File: config.mk
export PLATFORM = sky130hd
export DESIGN_NAME = mem_lsu_adapter_flat
export DESIGN_NICKNAME = d
export VERILOG_FILES = /design/src/rtl/mem_lsu_adapter_pkg.sv /design/src/rtl/mem_lsu_adapter_if.sv /design/src/rtl/mem_lsu_adapter_align.sv /design/src/rtl/mem_lsu_adapter.sv /design/src/flat_wrapper.sv
export SDC_FILE = /design/constraint.sdc
export NUM_CORES = 1
export LEC_CHECK = 0
export BUFFER_PORTS_ARGS = -buffer_cell sky130_fd_sc_hd__buf_2
export CORE_MARGIN = 10
export CORE_UTILIZATION = 35
export CTS_BUF_LIST = sky130_fd_sc_hd__clkbuf_4
export DETAILED_ROUTE_END_ITERATION = 12
export HOLD_SLACK_MARGIN = 0.03
export PLACE_DENSITY = 0.65
export SLEW_MARGIN = 25
export SYNTH_ARGS = -nofsm -noshare
export SYNTH_HDL_FRONTEND = slang
export SYNTH_HIERARCHICAL = 1
export SYNTH_SLANG_ARGS = --single-unit
File: constraint.sdc
create_clock -name clk -period 4.6 [get_ports clk]
set_input_delay 0.23 -clock clk [delete_from_list [all_inputs] [get_ports clk]]
set_output_delay 0.23 -clock clk [all_outputs]
set_load 0.005 [all_outputs]
File: src/rtl/mem_lsu_adapter_pkg.sv
// Shared types and helpers for the load/store front-end.
// Byte-lane masks and alignment rules live here so every unit agrees.
package mem_lsu_pkg;

    typedef enum logic [1:0] {
        SZ_B,
        SZ_H,
        SZ_W,
        SZ_D
    } size_e;

    typedef enum logic [1:0] {
        IDLE,
        ACCESS,
        RESP
    } state_e;

    // Lane mask for an access; zero when the size exceeds the word.
    function automatic logic [7:0] be_mask(
        input size_e      size,
        input logic [2:0] offset,
        input int         data_bytes
    );
        logic [7:0] w_ones;
        unique case (size)
            SZ_B: w_ones = 8'h01;
            SZ_H: w_ones = 8'h03;
            SZ_W: w_ones = 8'h0F;
            SZ_D: w_ones = 8'hFF;
        endcase
        if ((32'd1 << size) > 32'(data_bytes)) begin
            return 8'h00;
        end
        return w_ones << offset;
    endfunction

    function automatic logic is_aligned(
        input size_e      size,
        input logic [2:0] addr_low
    );
        logic w_ok;
        unique case (size)
            SZ_B: w_ok = 1'b1;
            SZ_H: w_ok = ~addr_low[0];
            SZ_W: w_ok = (addr_low[1:0] == 2'b00);
            SZ_D: w_ok = (addr_low == 3'b000);
        endcase
        return w_ok;
    endfunction

endpackage

File: src/rtl/mem_lsu_adapter_if.sv
// Request/response port of the load/store adapter plus its SRAM side.
// slave is the adapter view; master is the core and memory environment.
interface mem_lsu_adapter_if #(
    parameter int DATA_WIDTH = 32,
    parameter int ADDR_WIDTH = 11,
    parameter int OFF_W      = $clog2(DATA_WIDTH / 8),
    parameter int BADDR_W    = ADDR_WIDTH + OFF_W
);
    localparam int DATA_BYTES = DATA_WIDTH / 8;

    logic                  req_valid;
    logic                  req_ready;
    logic                  req_we;
    logic [1:0]            req_size;
    logic                  req_unsigned;
    logic [BADDR_W-1:0]    req_addr;
    logic [DATA_WIDTH-1:0] req_wdata;

    logic                  resp_valid;
    logic                  resp_ready;
    logic [DATA_WIDTH-1:0] resp_rdata;
    logic                  resp_err;

    logic [ADDR_WIDTH-1:0] mem_addr;
    logic [DATA_WIDTH-1:0] mem_wdata;
    logic [DATA_BYTES-1:0] mem_wen;
    logic [DATA_WIDTH-1:0] mem_rdata;

    modport slave (
        input  req_valid, req_we, req_size, req_unsigned,
        input  req_addr, req_wdata, resp_ready, mem_rdata,
        output req_ready, resp_valid, resp_rdata, resp_err,
        output mem_addr, mem_wdata, mem_wen
    );

    modport master (
        output req_valid, req_we, req_size, req_unsigned,
        output req_addr, req_wdata, resp_ready, mem_rdata,
        input  req_ready, resp_valid, resp_rdata, resp_err,
        input  mem_addr, mem_wdata, mem_wen
    );

endinterface

File: src/rtl/mem_lsu_adapter_align.sv
// Read-data lane extraction: shift down by the byte offset, keep the
// accessed bytes and sign- or zero-extend them to the full word.
module mem_lsu_align
    import mem_lsu_pkg::*;
#(
    parameter int DATA_WIDTH = 32,
    parameter int OFF_W      = $clog2(DATA_WIDTH / 8)
) (
    input  logic [DATA_WIDTH-1:0] i_rdata,
    input  logic [OFF_W-1:0]      i_off,
    input  size_e                 i_size,
    input  logic                  i_unsigned,
    output logic [DATA_WIDTH-1:0] o_data
);

    logic [DATA_WIDTH-1:0] w_x;
    logic [DATA_WIDTH-1:0] w_keep;
    logic                  w_sign;

    always_comb begin
        w_x    = i_rdata >> {i_off, 3'b000};
        w_keep = '1;
        w_sign = w_x[DATA_WIDTH-1];
        unique case (i_size)
            SZ_B: begin
                w_keep = DATA_WIDTH'(8'hFF);
                w_sign = w_x[7];
            end
            SZ_H: begin
                w_keep = DATA_WIDTH'(16'hFFFF);
                w_sign = w_x[15];
            end
            SZ_W: begin
                w_keep = DATA_WIDTH'(32'hFFFF_FFFF);
                w_sign = w_x[31];
            end
            SZ_D: begin
                w_keep = '1;
                w_sign = w_x[DATA_WIDTH-1];
            end
        endcase
        o_data = (w_x & w_keep)
               | (~w_keep & {DATA_WIDTH{w_sign & ~i_unsigned}});
    end

endmodule

File: src/rtl/mem_lsu_adapter.sv
// Load/store front-end for a synchronous single-port SRAM: one request
// in flight, fixed two-cycle turnaround, lane-shifted stores and loads.
module mem_lsu_adapter
    import mem_lsu_pkg::*;
#(
    parameter int DEPTH      = 2048,
    parameter int DATA_WIDTH = 32,
    parameter int DATA_BYTES = DATA_WIDTH / 8,
    parameter int OFF_W      = $clog2(DATA_BYTES),
    parameter int ADDR_WIDTH = $clog2(DEPTH),
    parameter int BADDR_W    = ADDR_WIDTH + OFF_W
) (
    input logic clk,
    input logic rst_n,
    mem_lsu_adapter_if.slave bus
);

    state_e r_state;
    state_e w_state_nxt;

    logic [ADDR_WIDTH-1:0] r_addr;
    logic [OFF_W-1:0]      r_off;
    size_e                 r_size;
    logic                  r_uns;
    logic                  r_we;
    logic                  r_bad;

    logic                  r_resp_err;
    logic [DATA_WIDTH-1:0] r_resp_rdata;

    logic                  w_req_ready;
    logic                  w_accept;
    logic                  w_fits;
    logic                  w_legal;
    logic                  w_store;
    logic [OFF_W-1:0]      w_off;
    size_e                 w_size;
    logic [DATA_WIDTH-1:0] w_ext;

    assign w_off    = bus.req_addr[OFF_W-1:0];
    assign w_size   = size_e'(bus.req_size);
    assign w_fits   = (w_size != SZ_D) || (DATA_BYTES == 8);
    assign w_legal  = w_fits && is_aligned(w_size, 3'(w_off));
    assign w_accept = bus.req_valid && w_req_ready;
    // Gated on accept first so X on idle request fields stays off mem_wen.
    assign w_store  = w_accept && bus.req_we && w_legal;

    always_ff @(posedge clk or negedge rst_n) begin
        if (!rst_n) begin
            r_state <= IDLE;
        end else begin
            r_state <= w_state_nxt;
        end
    end

    always_comb begin
        w_state_nxt = r_state;
        w_req_ready = 1'b0;
        unique case (r_state)
            IDLE: begin
                w_req_ready = rst_n;
                if (bus.req_valid) begin
                    w_state_nxt = ACCESS;
                end
            end
            ACCESS: begin
                w_state_nxt = RESP;
            end
            RESP: begin
                if (bus.resp_ready) begin
                    w_req_ready = rst_n;
                    w_state_nxt = bus.req_valid ? ACCESS : IDLE;
                end
            end
            default: begin
                w_state_nxt = IDLE;
            end
        endcase
    end

    always_ff @(posedge clk or negedge rst_n) begin
        if (!rst_n) begin
            r_addr <= '0;
            r_off  <= '0;
            r_size <= SZ_B;
            r_uns  <= 1'b0;
            r_we   <= 1'b0;
            r_bad  <= 1'b0;
        end else if (w_accept) begin
            r_addr <= bus.req_addr[BADDR_W-1:OFF_W];
            r_off  <= w_off;
            r_size <= w_size;
            r_uns  <= bus.req_unsigned;
            r_we   <= bus.req_we;
            r_bad  <= ~w_legal;
        end
    end

    mem_lsu_align #(
        .DATA_WIDTH (DATA_WIDTH),
        .OFF_W      (OFF_W)
    ) u_align (
        .i_rdata    (bus.mem_rdata),
        .i_off      (r_off),
        .i_size     (r_size),
        .i_unsigned (r_uns),
        .o_data     (w_ext)
    );

    // SRAM data is only valid in ACCESS, so the response is latched there.
    always_ff @(posedge clk or negedge rst_n) begin
        if (!rst_n) begin
            r_resp_err   <= 1'b0;
            r_resp_rdata <= '0;
        end else if (r_state == ACCESS) begin
            r_resp_err   <= r_bad;
            r_resp_rdata <= (r_we || r_bad) ? '0 : w_ext;
        end
    end

    assign bus.req_ready  = w_req_ready;
    assign bus.resp_valid = (r_state == RESP);
    assign bus.resp_rdata = r_resp_rdata;
    assign bus.resp_err   = r_resp_err;

    assign bus.mem_addr  = w_accept ? bus.req_addr[BADDR_W-1:OFF_W]
                                    : r_addr;
    assign bus.mem_wen   = w_store
                         ? DATA_BYTES'(be_mask(w_size, 3'(w_off), DATA_BYTES))
                         : '0;
    assign bus.mem_wdata = w_store ? (bus.req_wdata << {w_off, 3'b000})
                                   : '0;

endmodule
File: src/flat_wrapper.sv
// flat-port wrapper written by rule: the top's interface ports become plain ports
module mem_lsu_adapter_flat import mem_lsu_pkg::*;
#(
    parameter int DEPTH      = 2048,
    parameter int DATA_WIDTH = 32,
    parameter int DATA_BYTES = DATA_WIDTH / 8,
    parameter int OFF_W      = $clog2(DATA_BYTES),
    parameter int ADDR_WIDTH = $clog2(DEPTH),
    parameter int BADDR_W    = ADDR_WIDTH + OFF_W
)
  (clk, rst_n, bus_req_valid, bus_req_we, bus_req_size, bus_req_unsigned, bus_req_addr, bus_req_wdata, bus_resp_ready, bus_mem_rdata, bus_req_ready, bus_resp_valid, bus_resp_rdata, bus_resp_err, bus_mem_addr, bus_mem_wdata, bus_mem_wen);
  mem_lsu_adapter_if #(.DATA_WIDTH(DATA_WIDTH), .ADDR_WIDTH(ADDR_WIDTH), .OFF_W(OFF_W), .BADDR_W(BADDR_W)) bus_i ();
  input logic clk;
  input logic rst_n;
  input wire logic [$bits(bus_i.req_valid)-1:0] bus_req_valid;
  input wire logic [$bits(bus_i.req_we)-1:0] bus_req_we;
  input wire logic [$bits(bus_i.req_size)-1:0] bus_req_size;
  input wire logic [$bits(bus_i.req_unsigned)-1:0] bus_req_unsigned;
  input wire logic [$bits(bus_i.req_addr)-1:0] bus_req_addr;
  input wire logic [$bits(bus_i.req_wdata)-1:0] bus_req_wdata;
  input wire logic [$bits(bus_i.resp_ready)-1:0] bus_resp_ready;
  input wire logic [$bits(bus_i.mem_rdata)-1:0] bus_mem_rdata;
  output wire logic [$bits(bus_i.req_ready)-1:0] bus_req_ready;
  output wire logic [$bits(bus_i.resp_valid)-1:0] bus_resp_valid;
  output wire logic [$bits(bus_i.resp_rdata)-1:0] bus_resp_rdata;
  output wire logic [$bits(bus_i.resp_err)-1:0] bus_resp_err;
  output wire logic [$bits(bus_i.mem_addr)-1:0] bus_mem_addr;
  output wire logic [$bits(bus_i.mem_wdata)-1:0] bus_mem_wdata;
  output wire logic [$bits(bus_i.mem_wen)-1:0] bus_mem_wen;
  assign bus_i.req_valid = bus_req_valid;
  assign bus_i.req_we = bus_req_we;
  assign bus_i.req_size = bus_req_size;
  assign bus_i.req_unsigned = bus_req_unsigned;
  assign bus_i.req_addr = bus_req_addr;
  assign bus_i.req_wdata = bus_req_wdata;
  assign bus_i.resp_ready = bus_resp_ready;
  assign bus_i.mem_rdata = bus_mem_rdata;
  assign bus_req_ready = bus_i.req_ready;
  assign bus_resp_valid = bus_i.resp_valid;
  assign bus_resp_rdata = bus_i.resp_rdata;
  assign bus_resp_err = bus_i.resp_err;
  assign bus_mem_addr = bus_i.mem_addr;
  assign bus_mem_wdata = bus_i.mem_wdata;
  assign bus_mem_wen = bus_i.mem_wen;
  mem_lsu_adapter #(.DEPTH(DEPTH), .DATA_WIDTH(DATA_WIDTH), .DATA_BYTES(DATA_BYTES), .OFF_W(OFF_W), .ADDR_WIDTH(ADDR_WIDTH), .BADDR_W(BADDR_W)) u_core (.clk(clk), .rst_n(rst_n), .bus(bus_i));
endmodule
==> flow_metrics.env, run 1 <==
export IMPL_synthFlopType="dfrtp_1"
export IMPL_dp_slack_ns=2.09
export IMPL_fin_skew_ns=0.0177
export IMPL_drive_gt1_frac=0.464
export IMPL_clk_path_buf_depth=2
export IMPL_cp_start_kind="input port"
export IMPL_cts_sinks=53
export IMPL_cp_required_ns=4.37
export IMPL_vias=3401
export IMPL_fp_dieW_um=123
export IMPL_yosys_top_cells_count="dfrtp_1 (53), a22o_1 (32), mux2_2 (25), nand2_1 (25), mux2i_1 (23)"
export IMPL_dr_pass1_iters=4
export IMPL_grtUsageTotal=0.154
export IMPL_design_area_um2=4590
export IMPL_viasPerCell=5.33
export IMPL_hold_viol=0
export IMPL_yosysTopAreaCellShare=0.359
export IMPL_path_clk_slew_ns=0.15
export IMPL_synth_area_per_cell_um2=10.4
export IMPL_placed_cell_area_um2=4490
export IMPL_port_buffers=166
export IMPL_cp_end_kind="primary output"
export IMPL_postCtsSetupBuffers=0
export IMPL_ctsHtreeMaxLevel=2
export IMPL_crit_arrival_ns=2.29
export IMPL_synth_seq_cells=53
export IMPL_fp_dieH_um=123
export IMPL_setup_violations=0
export IMPL_finalWorstSetupSlack_ns=2.08
export IMPL_synth_nets=441
export IMPL_wirelength_um=12000
export IMPL_ant_nets=0
export IMPL_gp_congestion=0.839
export IMPL_syn_inst=356
export IMPL_drc=0
export IMPL_status="finished clean"
export IMPL_cp_max_fo=13
export IMPL_hpwl_um=9410
export IMPL_synth_async_reset_ratio=1.00
export IMPL_io_pins=167
export IMPL_drtIter0Drc=187
export IMPL_p_leak_nw=2.31
export IMPL_num_rows=37
export IMPL_yosysMostFrequentCell="dfrtp_1"
export IMPL_slew_viol_final=0
export IMPL_cts_root_buf="clkbuf_4"
export IMPL_max_cap_violations=0
export IMPL_timing_final_crit_share=0.548
export IMPL_worstSetupPathType="input port to primary output"
export IMPL_cts_tree="done"
export IMPL_synth_edf_count=0
export IMPL_hp_class="input port to register"
export IMPL_post_cts_resize_count=0
export IMPL_start_util=0.359
export IMPL_num_fill_cells=1048
export IMPL_synth_top_area_cell="dfrtp_1"
export IMPL_yosysWarningCount=6
export IMPL_placeableCoreArea_um2=10300
export IMPL_area_growth_pct=24.2
export IMPL_grt_pass1_wl_um=18900
export IMPL_finalPower_w=0.00177
export IMPL_first_global_vias=3600
export IMPL_dieArea_um2=15100
export IMPL_grt_start_max_net_pins=49
export IMPL_ys_seq_area_frac=0.359
export IMPL_synthTopCellsByArea="dfrtp_1 (36%), mux2_2 (7.6%), a22o_1 (7.6%), mux2i_1 (6.2%), a211oi_1 (2.8%)"
export IMPL_cts_hold_buf=1
export IMPL_regArea_um2=1330
export IMPL_numCtsBuffers=5
export IMPL_wire_per_inst_um=18.8
export IMPL_antenna_found_initial=0
export IMPL_synthDistinctLibCells=51
export IMPL_setup_tns_ns=0
export IMPL_insertion_delay_ns=0.39
export IMPL_peakVddDrop_v=0.000155
export IMPL_grt_overflow_total=0
export IMPL_final_nets=586
export IMPL_max_freq_mhz=396
export IMPL_multi_input_area_um2=2120
export IMPL_antenna_cells=0
export IMPL_p_per_area_nw_per_um2=387
export IMPL_relSlewSlack=0.352
export IMPL_worst_pin_slew_ns=0.971
export IMPL_syn_area_um2=3690
export IMPL_rsz0062_at_grt="false"
export IMPL_min_period_ns=2.52
-- registers in the layout (all words and copies together) (netlist names) --
register / flops
u_core/bus.resp_rdata: 32
u_core/r_addr: 11
u_core/r_off: 2
u_core/r_size: 2
u_core/r_state: 2
u_core/bus.resp_err: 1
u_core/r_bad: 1
u_core/r_uns: 1
u_core/r_we: 1
-- worst max-delay path, cell delays in order --
cell and delay [ns]:
dlygate4sd3_1 0.52, buf_2 0.29, nand4b_1 0.44, buf_4 0.37, mux2_2 0.30, buf_2 0.13
-- power breakdown --
group / internal [W] / leakage [nW] / total [W] / switching [W]
clock: 0.000115 / 0.0414 / 0.000268 / 0.000152
sequential: 0.000609 / 0.682 / 0.000752 / 0.000143
combinational: 0.000384 / 1.58 / 0.000753 / 0.000370
-- through the flow --
stage | hold slack, ns | utilization | instances
finish | 0.0746 | 0.446 | 638
global route | 0.0332 | 0.446 | 638
CTS | 0.0628 | 0.446 | 638
detailed placement | 0.134 | 0.437 | 629
global placement | 0.129 | 0.435 | 628
floorplan | -0.0656 | - | 356
-- cells by family after synthesis --
group / Yosys count / synth area share
AO/OA/AOI/OAI: 97 / 0.213
XOR/XNOR: 2 / 0.00678
buffers and inverters: 34 / 0.0658
flip-flops: 53 / 0.359
multiplexers: 58 / 0.172
AND/OR/NAND/NOR: 112 / 0.183
-- final timing paths --
kind                             startpoint                   endpoint  slack, ns  cells after the start
hold / removal             bus_req_unsigned               u_core/r_uns       0.07                      2
max in group asynchronous             rst_n            u_core/r_off[0]       3.41                      3
setup reg to reg            u_core/r_off[1]  u_core/bus.resp_rdata[19]       2.25                      4
min in group asynchronous             rst_n        u_core/bus.resp_err       0.26                      2
hold reg to reg            u_core/r_addr[5]           u_core/r_addr[5]       0.51                      1
setup / recovery                      rst_n           bus_mem_addr[10]       2.08                      6
-- metal layers --
layer	part of all wire	GRT usage	vias up
li1	-	-	1632
met1	0.42	0.184	1634
met2	0.48	0.258	123
met3	0.092	0.0606	12
met4	0.0094	0.0287	0
met5	0	0	-
-- layout by cell type, fill, tap and decap left out, types with 9 or more instances in the layout --
cell and n:
a211oi_1 14, o21ai_0 10, nor2_1 11, a21oi_2 9
nor2b_1 14, dfrtp_1 52, mux2_2 25, nor3_1 9
a22oi_1 10, nand2_1 25, a21oi_1 9, mux2i_1 23
buf_2 166, nand3_1 10, a22o_1 32
-- area by class of cell --
type,count,area share
Multi-Input combinational cell,269,0.463
Sequential cell,53,0.289
Timing Repair Buffer,171,0.192
Tap cell,136,0.0371
Clock inverter,3,0.0101
Clock buffer,5,0.00819
Inverter,1,0.000819
Power figures use the tool's default switching activity.
==> inputs of run 2 (changes only) <==
--- a/config.mk
+++ b/config.mk
@@ -11,7 +11,7 @@
 export CTS_BUF_LIST = sky130_fd_sc_hd__clkbuf_4
 export DETAILED_ROUTE_END_ITERATION = 12
 export HOLD_SLACK_MARGIN = 0.03
-export PLACE_DENSITY = 0.65
+export PLACE_DENSITY = 0.67
 export SLEW_MARGIN = 25
 export SYNTH_ARGS = -nofsm -noshare
 export SYNTH_HDL_FRONTEND = slang
==> constraint.sdc (replaced) <==
create_clock -name clk -period 2.05 [get_ports clk]
set_input_delay 0.1025 -clock clk [delete_from_list [all_inputs] [get_ports clk]]
set_output_delay 0.1025 -clock clk [all_outputs]
set_load 0.005 [all_outputs]
==> run 2 against run 1 <==
Net effect: utilization is 2.8 points higher; sequential cell count stayed put; final cell count is 4.9% higher; largest cell class unchanged; first-iteration DRC count is 65% higher; via count is 6.0% higher; sequential power is 110% higher.
==> flow_metrics.env, run 2 (same netlist as run 1, synthesis figures left out) <==
export IMPL_max_freq_mhz=507
export IMPL_peakVddDrop_v=0.000346
export IMPL_dr_pass1_iters=4
export IMPL_ant_nets=0
export IMPL_antenna_found_initial=0
export IMPL_num_rows=37
export IMPL_cts_tree="done"
export IMPL_grt_start_max_net_pins=42
export IMPL_fp_dieW_um=123
export IMPL_ctsHtreeMaxLevel=2
export IMPL_swShare=0.384
export IMPL_gp_congestion=0.876
export IMPL_placed_cell_area_um2=4560
export IMPL_cp_start_kind="register"
export IMPL_share_comb_of_total_power=0.477
export IMPL_hold_viol=0
export IMPL_slowest_delay_ns=0.48
export IMPL_timing_final_crit_share=0.962
export IMPL_min_period_ns=1.97
export IMPL_grtUsageTotal=0.158
export IMPL_crit_arrival_ns=1.87
export IMPL_placeableCoreArea_um2=10300
export IMPL_p_sw_w=0.00152
export IMPL_cp_max_fo=9
export IMPL_largest_reg_flops=32
export IMPL_fin_skew_ns=0.0228
export IMPL_rr_worst_depth=5
export IMPL_slew_viol_final=0
export IMPL_viasPerCell=5.39
export IMPL_hold_depth=3
export IMPL_rsz0062_at_grt="true"
export IMPL_cp_required_ns=1.95
export IMPL_drtIter0Drc=308
export IMPL_regToRegSetupSlack_ns=0.12
export IMPL_p_clk_frac=0.125
export IMPL_wire_per_inst_um=18.5
export IMPL_insertion_delay_ns=0.40
export IMPL_first_global_vias=3806
export IMPL_clk_path_buf_depth=2
export IMPL_drc=0
export IMPL_crit_chain="and4bb_2 -> and4_2 -> and2_1 -> buf_2"
export IMPL_setup_violations=0
export IMPL_port_buffers=166
export IMPL_worstSetupPathType="register to primary output"
export IMPL_relSlewSlack=0.600
export IMPL_final_nets=617
export IMPL_antenna_cells=0
export IMPL_cts_sinks=53
export IMPL_vias=3606
export IMPL_worstHoldStart="bus_resp_ready"
export IMPL_wirelength_um=12400
export IMPL_setup_tns_ns=0
export IMPL_worstReg2RegEnd="u_core/bus.resp_rdata[21]"
export IMPL_final_cell_mix="buf_2 (166), dfrtp_1 (52), a22o_1 (32), nand2_1 (25), mux2_2 (25)"
export IMPL_path_clk_slew_ns=0.17
export IMPL_holdPathEnd="u_core/r_state[1]"
export IMPL_p_leak_nw=2.45
export IMPL_grt_pass1_wl_um=19500
export IMPL_stdcell_count=669
export IMPL_max_cap_violations=0
export IMPL_r2r_start="u_core/r_off[1]"
export IMPL_cts_root_buf="clkbuf_4"
export IMPL_seq_power_share=0.398
export IMPL_final_common_cell="buf_2"
export IMPL_fp_dieH_um=123
export IMPL_numCtsBuffers=5
export IMPL_dp_cells=638
export IMPL_drive_gt1_frac=0.473
export IMPL_p_int_w=0.00244
export IMPL_finalPower_w=0.00396
export IMPL_grt_overflow_total=0
export IMPL_status="finished clean"
export IMPL_hp_class="input port to register"
export IMPL_dieArea_um2=15100
export IMPL_worst_pin_slew_ns=0.596
export IMPL_hold_slack_ns=0.106
export IMPL_design_area_um2=4870
export IMPL_area_growth_pct=31.9
export IMPL_hpwl_um=9700
export IMPL_cp_end_kind="primary output"
export IMPL_p_per_area_nw_per_um2=814
export IMPL_crit_path_top_delay_cell="dfrtp_2"
export IMPL_io_pins=167
export IMPL_start_util=0.359
[run 2: cell types whose count changed in the layout (fill, tap and decap cells not counted), sizes merged]
| cell | delta |
|---|---|
| dlygate4sd3 | +17 |
| clkinv | +1 |
| clkinvlp | -1 |
| buf | +14 |
| bufinv | -1 |
| inv | +1 |
[run 2: how the worst max path moves through the flow]
stage | from | endpoint | slack, ns | depth (start not counted)
floorplan | u_core/r_off[1] | u_core/bus.resp_rdata[8] | 0.48 | 6
global placement | u_core/r_off[1] | u_core/bus.resp_rdata[16] | 0.31 | 5
detailed placement | u_core/r_off[1] | u_core/bus.resp_rdata[21] | 0.21 | 5
CTS | bus_req_addr[1] | bus_mem_wdata[19] | 0.02 | 7
global route | u_core/r_state[0] | bus_mem_wdata[28] | -0.008 | 5
finish | u_core/r_state[0] | bus_mem_wdata[3] | 0.08 | 4
[run 2: final cells by class]
class	count	area [um2]
timing repair buffer	202	1170
sequential	53	1330
inverter	1	3.75
multi-input combinational	269	2140
clock inverter	3	21.3
fill	996	5410
tap	136	170
clock buffer	5	37.5
[run 2: stage by stage]
step	util	setup WS [ns]
after floorplan	-	0.476
after global placement	0.444	0.309
after detailed placement	0.444	0.206
after CTS	0.470	0.0166
after global routing	0.474	-0.00827
final	0.474	0.0774
[run 2: critical path: cells and delay by family, from the launching register on]
family	cells	cell delay, ns
buf+inv	1	0.13
flops	1	0.48
simple gates	3	0.86
[run 2: power groups by stage]
| stage | Clock [W] | Combinational, W | Sequential, W |
|---|---|---|---|
| after floorplan | 0 | 0.00121 | 0.00158 |
| after global placement | 0 | 0.00184 | 0.00159 |
| after detailed placement | 0 | 0.00187 | 0.00160 |
| after CTS | 0.000523 | 0.00191 | 0.00158 |
| after global routing | 0.000554 | 0.00208 | 0.00162 |
| final | 0.000495 | 0.00189 | 0.00158 |
[run 2: layer usage]
layer	up-vias	track usage	share of wire
li1	1694	-	-
met1	1744	0.190	0.41
met2	157	0.264	0.47
met3	11	0.0592	0.10
met4	0	0.0353	0.012
met5	-	0	0
[run 2: repair_timing]
item | in CTS | in global routing
hold buffers | 18 | 0
pin swaps | 0 | 0
buffers inserted | 1 | 4
setup endpoints to repair | 28 | 22
hold endpoints to repair | 27 | 0
gates resized for setup | 3 | 4
